$ cat src/rtl/alarm_bank.sv
`default_nettype none
// ============================================================================
// Module      : alarm_bank
// Description : N_ALARM programmable BCD alarm channels compared against the
//               running time. Each channel runs its own IDLE/RING(/SNOOZE)
//               state machine with a ring auto-timeout. CS acknowledges and
//               SNZ snoozes all channels together (rising edges).
//               Optional feature macro: ALARM_BANK_SNOOZE_EN builds the
//               SNOOZE state, the snooze counters and the SNZ edge path.
// Revision    : 1.0 - initial release
// ============================================================================
module alarm_bank #(
  parameter int N_ALARM    = 4,
  parameter int RING_SEC   = 60,
  parameter int SNOOZE_MIN = 5,
  parameter int SEL_W      = (N_ALARM > 1) ? $clog2(N_ALARM) : 1
) (
  input  logic               CP,
  input  logic               CR,
  input  logic               TICK,
  input  logic [7:0]         TIME_H,
  input  logic [7:0]         TIME_M,
  input  logic [7:0]         TIME_S,
  input  logic               PE,
  input  logic [SEL_W-1:0]   SEL,
  input  logic [7:0]         D_H,
  input  logic [7:0]         D_M,
  input  logic [7:0]         D_S,
  input  logic               EN_IN,
  input  logic               CS,
  input  logic               SNZ,
  output logic [7:0]         BFM_H,
  output logic [7:0]         BFM_M,
  output logic [7:0]         BFM_S,
  output logic [N_ALARM-1:0] ARMED,
  output logic [N_ALARM-1:0] RING,
  output logic               TC,
  output logic [SEL_W-1:0]   ACT_ID
);

  localparam logic [1:0] c_ST_IDLE   = 2'd0;
  localparam logic [1:0] c_ST_RING   = 2'd1;
  localparam logic [7:0] c_RING_LOAD = 8'(RING_SEC);
`ifdef ALARM_BANK_SNOOZE_EN
  localparam logic [1:0]  c_ST_SNOOZE = 2'd2;
  localparam logic [15:0] c_SNZ_LOAD  = 16'(SNOOZE_MIN * 60);
`else
  localparam int c_snooze_unused = SNOOZE_MIN;
`endif

  // A stored digit pair above 9 can never be a legal time, so it never matches.
  function automatic logic bcd_ok(input logic [7:0] v);
    return (v[7:4] <= 4'd9) && (v[3:0] <= 4'd9);
  endfunction

  logic                     r_cs_q, r_cs_q2;
  logic                     w_cs_edge;
  logic                     w_snz_edge;
  logic                     w_wr_ok;
  logic [N_ALARM-1:0][7:0]  w_h_all, w_m_all, w_s_all;
  logic [N_ALARM-1:0]       w_ring;

  // CS is registered once; the edge acts one cycle after it is first sampled.
  always_ff @(posedge CP or posedge CR) begin
    if (CR) begin
      r_cs_q  <= 1'b0;
      r_cs_q2 <= 1'b0;
    end else begin
      r_cs_q  <= CS;
      r_cs_q2 <= r_cs_q;
    end
  end
  assign w_cs_edge = r_cs_q & ~r_cs_q2;

`ifdef ALARM_BANK_SNOOZE_EN
  logic r_snz_q, r_snz_q2;
  // SNZ edge detect, same latency as CS.
  always_ff @(posedge CP or posedge CR) begin
    if (CR) begin
      r_snz_q  <= 1'b0;
      r_snz_q2 <= 1'b0;
    end else begin
      r_snz_q  <= SNZ;
      r_snz_q2 <= r_snz_q;
    end
  end
  assign w_snz_edge = r_snz_q & ~r_snz_q2;
`else
  logic w_snz_unused;
  assign w_snz_unused = SNZ;
  assign w_snz_edge   = 1'b0;
`endif

  assign w_wr_ok = PE && (int'(SEL) < N_ALARM);

  for (genvar gi = 0; gi < N_ALARM; gi++) begin : g_ch
    logic [7:0] r_h, r_m, r_s;
    logic       r_en;
    logic [1:0] r_state, w_state_nxt;
    logic [7:0] r_ring_cnt, w_ring_nxt;
    logic       w_wr, w_match, w_ring_bit;
`ifdef ALARM_BANK_SNOOZE_EN
    logic [15:0] r_snz_cnt, w_snz_nxt;
`endif

    assign w_wr    = w_wr_ok && (int'(SEL) == gi);
    assign w_match = TICK && r_en && bcd_ok(r_h) && bcd_ok(r_m) && bcd_ok(r_s) &&
                     (TIME_H == r_h) && (TIME_M == r_m) && (TIME_S == r_s);

    // Alarm time and arm bit storage.
    always_ff @(posedge CP or posedge CR) begin
      if (CR) begin
        r_h  <= 8'h00;
        r_m  <= 8'h00;
        r_s  <= 8'h00;
        r_en <= 1'b0;
      end else if (w_wr) begin
        r_h  <= D_H;
        r_m  <= D_M;
        r_s  <= D_S;
        r_en <= EN_IN;
      end
    end

    // State and counter registers.
    always_ff @(posedge CP or posedge CR) begin
      if (CR) begin
        r_state    <= c_ST_IDLE;
        r_ring_cnt <= 8'd0;
`ifdef ALARM_BANK_SNOOZE_EN
        r_snz_cnt  <= 16'd0;
`endif
      end else begin
        r_state    <= w_state_nxt;
        r_ring_cnt <= w_ring_nxt;
`ifdef ALARM_BANK_SNOOZE_EN
        r_snz_cnt  <= w_snz_nxt;
`endif
      end
    end

    // Next state: write > CS edge > SNZ edge > timeout/match.
    always_comb begin
      w_state_nxt = r_state;
      w_ring_nxt  = r_ring_cnt;
`ifdef ALARM_BANK_SNOOZE_EN
      w_snz_nxt   = r_snz_cnt;
`endif
      if (w_wr) begin
        w_state_nxt = c_ST_IDLE;
        w_ring_nxt  = 8'd0;
`ifdef ALARM_BANK_SNOOZE_EN
        w_snz_nxt   = 16'd0;
`endif
      end else begin
        case (r_state)
          c_ST_IDLE: begin
            if (w_match && !w_cs_edge) begin
              w_state_nxt = c_ST_RING;
              w_ring_nxt  = c_RING_LOAD;
            end
          end
          c_ST_RING: begin
            if (w_cs_edge) begin
              w_state_nxt = c_ST_IDLE;
              w_ring_nxt  = 8'd0;
            end else if (w_snz_edge) begin
`ifdef ALARM_BANK_SNOOZE_EN
              w_state_nxt = c_ST_SNOOZE;
              w_ring_nxt  = 8'd0;
              w_snz_nxt   = c_SNZ_LOAD;
`endif
            end else if (TICK) begin
              if (r_ring_cnt <= 8'd1) begin
                w_state_nxt = c_ST_IDLE;
                w_ring_nxt  = 8'd0;
              end else begin
                w_ring_nxt  = r_ring_cnt - 8'd1;
              end
            end
          end
`ifdef ALARM_BANK_SNOOZE_EN
          c_ST_SNOOZE: begin
            if (w_cs_edge) begin
              w_state_nxt = c_ST_IDLE;
              w_snz_nxt   = 16'd0;
            end else if (TICK) begin
              if ((r_snz_cnt <= 16'd1) || w_match) begin
                w_state_nxt = c_ST_RING;
                w_ring_nxt  = c_RING_LOAD;
                w_snz_nxt   = 16'd0;
              end else begin
                w_snz_nxt   = r_snz_cnt - 16'd1;
              end
            end
          end
`endif
          default: begin
            w_state_nxt = c_ST_IDLE;
            w_ring_nxt  = 8'd0;
          end
        endcase
      end
    end

    // Output decode: the ringing flag is a pure function of the state register.
    always_comb begin
      w_ring_bit = (r_state == c_ST_RING);
    end

    assign w_ring[gi]  = w_ring_bit;
    assign w_h_all[gi] = r_h;
    assign w_m_all[gi] = r_m;
    assign w_s_all[gi] = r_s;
    assign ARMED[gi]   = r_en;
  end

  assign RING = w_ring;
  assign TC   = |w_ring;

  // Lowest-index ringing channel wins; zero when nothing rings.
  always_comb begin
    ACT_ID = '0;
    for (int i = N_ALARM - 1; i >= 0; i--) begin
      if (w_ring[i]) ACT_ID = SEL_W'(i);
    end
  end

  // Combinational readback of the selected channel; out-of-range reads zero.
  always_comb begin
    BFM_H = 8'h00;
    BFM_M = 8'h00;
    BFM_S = 8'h00;
    if (int'(SEL) < N_ALARM) begin
      BFM_H = w_h_all[SEL];
      BFM_M = w_m_all[SEL];
      BFM_S = w_s_all[SEL];
    end
  end

endmodule
`default_nettype wire

$ cat config.mk
export PLATFORM = sky130hd
export DESIGN_NAME = alarm_bank
export DESIGN_NICKNAME = d
export VERILOG_FILES = /design/src/rtl/alarm_bank.sv
export SDC_FILE = /design/constraint.sdc
export NUM_CORES = 1
export LEC_CHECK = 0
export CORE_MARGIN = 1
export CORE_UTILIZATION = 60
export DETAILED_ROUTE_END_ITERATION = 16
export DONT_BUFFER_PORTS = 1
export GPL_ROUTABILITY_DRIVEN = 0
export PLACE_DENSITY_LB_ADDON = 0.08
export SYNTH_ARGS = -nofsm -noshare
export SYNTH_HDL_FRONTEND = slang
export SYNTH_SLANG_ARGS = --single-unit
$ cat constraint.sdc
create_clock -name CP -period 6 [get_ports CP]
set_clock_uncertainty 0.05 [all_clocks]
set_input_delay 1.2 -clock CP [delete_from_list [all_inputs] [get_ports CP]]
set_output_delay 1.2 -clock CP [all_outputs]
set_load 0.05 [all_outputs]
==> flow_results.xml <==
<?xml version="1.0" encoding="UTF-8"?>
<metrics>
  <group name="run_status">
    <metric name="result_of_the_run" unit="">finished, final reports clean</metric>
  </group>
  <group name="sta">
    <metric name="timing.final.crit_share" unit="%">59.47</metric>
    <metric name="drv_slew" unit="">0</metric>
    <metric name="tightest_slew" unit="ns">0.9236</metric>
    <metric name="final_setup_violation_count" unit="">0</metric>
    <metric name="totalNegativeSetupSlack" unit="ns">0</metric>
    <metric name="finalHoldViolations" unit="">0</metric>
    <metric name="post-route-worst-setup-slack" unit="ns">2.432</metric>
    <metric name="rsz0062_at_grt" unit="">false</metric>
    <metric name="achievable_clock_frequency" unit="MHz">280.3</metric>
    <metric name="fin_crit" unit="ns">3.568</metric>
    <metric name="timing.slew.headroom" unit="%">38.43</metric>
  </group>
  <group name="setup_path">
    <metric name="criticalPathCategory" unit="">flip-flop to output pin</metric>
    <metric name="timing.critical_path.arrival" unit="ns">2.32</metric>
    <metric name="worstReg2RegEnd" unit="">g_ch[1].r_ring_cnt[7]</metric>
    <metric name="critical_path_required" unit="ns">4.75</metric>
    <metric name="path_cells" unit="">inv_1 -&gt; a211oi_2</metric>
    <metric name="worst-path-max-fanout" unit="">7</metric>
    <metric name="timing.critical_path.slowest_stage_cell" unit="">a211oi_2</metric>
    <metric name="worstSetupStartpoint" unit="">g_ch[3].r_state[0]</metric>
    <metric name="timing.critical_path.slowest_cell_delay" unit="ns">0.84</metric>
    <metric name="crit_path_end_kind" unit="">output pin</metric>
    <metric name="regToRegStartpoint" unit="">r_cs_q</metric>
    <metric name="r2r_cells" unit="">6</metric>
    <metric name="setup.worst_path.start_class" unit="">flip-flop</metric>
    <metric name="setup.reg_to_reg.worst_slack" unit="ns">3.19</metric>
  </group>
  <group name="placement">
    <metric name="dp_hpwl" unit="mm">16.52</metric>
    <metric name="dpl_worst_slack" unit="ns">2.708</metric>
    <metric name="placement.io_buffers" unit="">0</metric>
    <metric name="placedInstanceArea" unit="um2">8237</metric>
  </group>
  <group name="hold_path">
    <metric name="min-delay-start" unit="">r_cs_q</metric>
    <metric name="hold_depth" unit="">0</metric>
    <metric name="timing.hold.worst_endpoint" unit="">r_cs_q2</metric>
    <metric name="hold_path.class" unit="">flip-flop to flip-flop</metric>
  </group>
  <group name="cts">
    <metric name="worst_setup_hold_path_clk_slew" unit="ns">0.06</metric>
    <metric name="cts_num_sinks" unit="">138</metric>
    <metric name="tritoncts.num_buffers" unit="">17</metric>
    <metric name="clk_root_buffer_cell" unit="">clkbuf_16</metric>
    <metric name="clkLatencyLatePin" unit="ns">0.43</metric>
    <metric name="cts_tree" unit="">done</metric>
    <metric name="clk_path_buf_depth" unit="">2</metric>
    <metric name="h-tree-depth" unit="">4</metric>
    <metric name="post_cts_hold_buffer_count" unit="">0</metric>
    <metric name="cts.repair.resized" unit="">0</metric>
    <metric name="post-cts-setup-buffers" unit="">0</metric>
  </group>
  <group name="floorplanning">
    <metric name="effective_utilization_at_floorplan" unit="%">61.65</metric>
    <metric name="die_x" unit="um">118.9</metric>
    <metric name="design.portCount" unit="">92</metric>
    <metric name="placementRows" unit="">42</metric>
    <metric name="coreArea" unit="um2">13300</metric>
    <metric name="die_area" unit="um2">14130</metric>
    <metric name="floorplan.die.height" unit="um">118.9</metric>
  </group>
  <group name="synth">
    <metric name="ys.warnings.count" unit="">0</metric>
    <metric name="syn_avg_cell_area" unit="um2">8.637</metric>
    <metric name="async_reset_ff_share" unit="%">100.0</metric>
    <metric name="synthCells" unit="">949</metric>
    <metric name="post-synth-top-count-cell" unit="">nand2_1</metric>
    <metric name="synth_area_leader_cell" unit="">dfrtp_1</metric>
    <metric name="synth_enable_flop_cells" unit="">0</metric>
    <metric name="yosysSeqAreaShare" unit="%">42.13</metric>
    <metric name="yosys_register_bits" unit="">138</metric>
    <metric name="synthFlopType" unit="">dfrtp_1</metric>
    <metric name="ys_top_cells_by_area" unit="">dfrtp_1 (42%), nand2_1 (15%), mux4_2 (6.6%)</metric>
    <metric name="syn-cell-area" unit="um2">8197</metric>
    <metric name="yosysTopAreaCellShare" unit="%">42.13</metric>
    <metric name="synth.cells.most_frequent" unit="">nand2_1 (328), dfrtp_1 (138), xnor2_1 (51)</metric>
    <metric name="postSynthNetCount" unit="">1014</metric>
    <metric name="ys_types" unit="">71</metric>
  </group>
  <group name="global_routing">
    <metric name="grt_pass1_vias" unit="">7290</metric>
    <metric name="number_of_antenna_violations_at_the_first_check_in_global_routing" unit="">0</metric>
    <metric name="grt_pass1_wl" unit="mm">38.61</metric>
    <metric name="grt_max_degree" unit="">88</metric>
    <metric name="grt_util_all_layers" unit="%">35.74</metric>
    <metric name="globalRouteOverflowTotal" unit="">0</metric>
  </group>
  <group name="cells_and_area">
    <metric name="area_of_all_sequential_standard_cells" unit="um2">3453</metric>
    <metric name="finalInstanceArea" unit="um2">8845</metric>
    <metric name="multiInputGateArea" unit="um2">4431</metric>
    <metric name="antennaDiodeCount" unit="">0</metric>
    <metric name="area_growth" unit="%">7.907</metric>
    <metric name="drive_gt1_share" unit="%">8.779</metric>
    <metric name="nFillCells" unit="">1082</metric>
    <metric name="final_net_count" unit="">986</metric>
  </group>
  <group name="route">
    <metric name="vias_per_cell" unit="">6.445</metric>
    <metric name="drc" unit="">0</metric>
    <metric name="drt.antenna.violating_nets" unit="">0</metric>
    <metric name="finalWirelength" unit="mm">23.93</metric>
    <metric name="drt_pass1_iterations" unit="">5</metric>
    <metric name="wire_per_inst" unit="um">21.56</metric>
    <metric name="detailed_route_via_count" unit="">7154</metric>
    <metric name="drt_first_iter_violations" unit="">857</metric>
  </group>
  <group name="power">
    <metric name="pwr_density_cell" unit="nW/um2">347.2</metric>
    <metric name="leakage" unit="nW">4.099</metric>
    <metric name="ir_worst_vdd" unit="mV">0.2332</metric>
  </group>
  <group name="job">
    <metric name="drv_cap" unit="">0</metric>
  </group>
</metrics>
-- worst max-delay path: cells and delay by family, from the launching register on --
kind	cells	cell delay, ns
flops	1	0.75
buf+inv	1	0.30
compound gates	1	0.84
-- power by group --
part,switching [mW],internal (mW)
combinational,0.452,0.277
clock,0.416,0.665
sequential,0.194,1.07
total,1.06,2.01
-- cells by family after synthesis --
kind of cell	after synthesis	synth area share, %
adders and majority gates	8	1.221
and+or+nand+nor	501	27.08
DFF	138	42.13
AOI/OAI and AO/OA	112	9.068
muxes	27	7.022
buffers and inverters	74	3.969
xor gates and xnor gates	89	9.510
-- area by class of cell --
cell class | instances | share of cell area (%)
Multi-Input combinational cell | 737 | 50.09
Sequential cell | 138 | 39.04
Clock buffer | 18 | 4.965
Tap cell | 176 | 2.490
Clock inverter | 14 | 1.910
Inverter | 20 | 0.9054
Timing Repair Buffer | 7 | 0.5941
-- metrics by stage --
step,utilization (%),instances,total power [mW],hold WS [ns]
after global routing,66.53,1110,3.194,0.3742
after CTS,66.53,1110,3.059,0.3635
after global placement,61.95,1078,1.958,0.3243
after floorplan,-,949,1.826,0.3089
final,66.53,1110,3.071,0.3605
after detailed placement,61.95,1078,1.983,0.3409
-- how the worst max path moves through the flow --
stage,slack [ns],end,depth (start not counted)
after CTS,2.42,ACT_ID[1],2
after floorplan,1.05,g_ch[0].r_en,1
after global routing,2.33,ACT_ID[1],2
final,2.43,ACT_ID[1],2
after detailed placement,2.71,g_ch[0].r_ring_cnt[6],5
after global placement,2.72,g_ch[0].r_ring_cnt[6],5
-- flip-flops by register name (all words and copies together) (netlist names) --
| register | cells |
|---|---|
| g_ch.r_s | 32 |
| g_ch.r_ring_cnt | 32 |
| r_cs_q2 | 1 |
| g_ch.r_state | 4 |
| g_ch.r_m | 32 |
| g_ch.r_h | 32 |
| g_ch.r_en | 4 |
| r_cs_q | 1 |
-- placed cells by master (no fill, tap or decap), types with 8 or more instances in the layout --
cell type / netlist / routed
o22ai_1: 16 / 16
clkbuf_16: 0 / 17
xor2_1: 38 / 38
nor2_1: 48 / 47
o21ai_0: 33 / 33
a21oi_1: 21 / 21
ha_1: 8 / 8
inv_1: 20 / 19
nand3_1: 17 / 17
dfrtp_1: 138 / 138
nor3_1: 23 / 23
mux4_2: 24 / 24
nand2_1: 328 / 328
xnor2_1: 51 / 51
nor4_1: 15 / 15
nand4_1: 21 / 21
-- routing by layer --
| layer | up-vias | global-route usage (%) | wire length (um) |
|---|---|---|---|
| met2 | 456 | 56.03 | 11470 |
| met1 | 3449 | 44.61 | 8980 |
| li1 | 3172 | - | - |
| met5 | - | 0 | 0 |
| met4 | 0 | 17.48 | 852 |
| met3 | 77 | 11.73 | 2629 |
No activity file was read; power rests on OpenSTA's default activity.
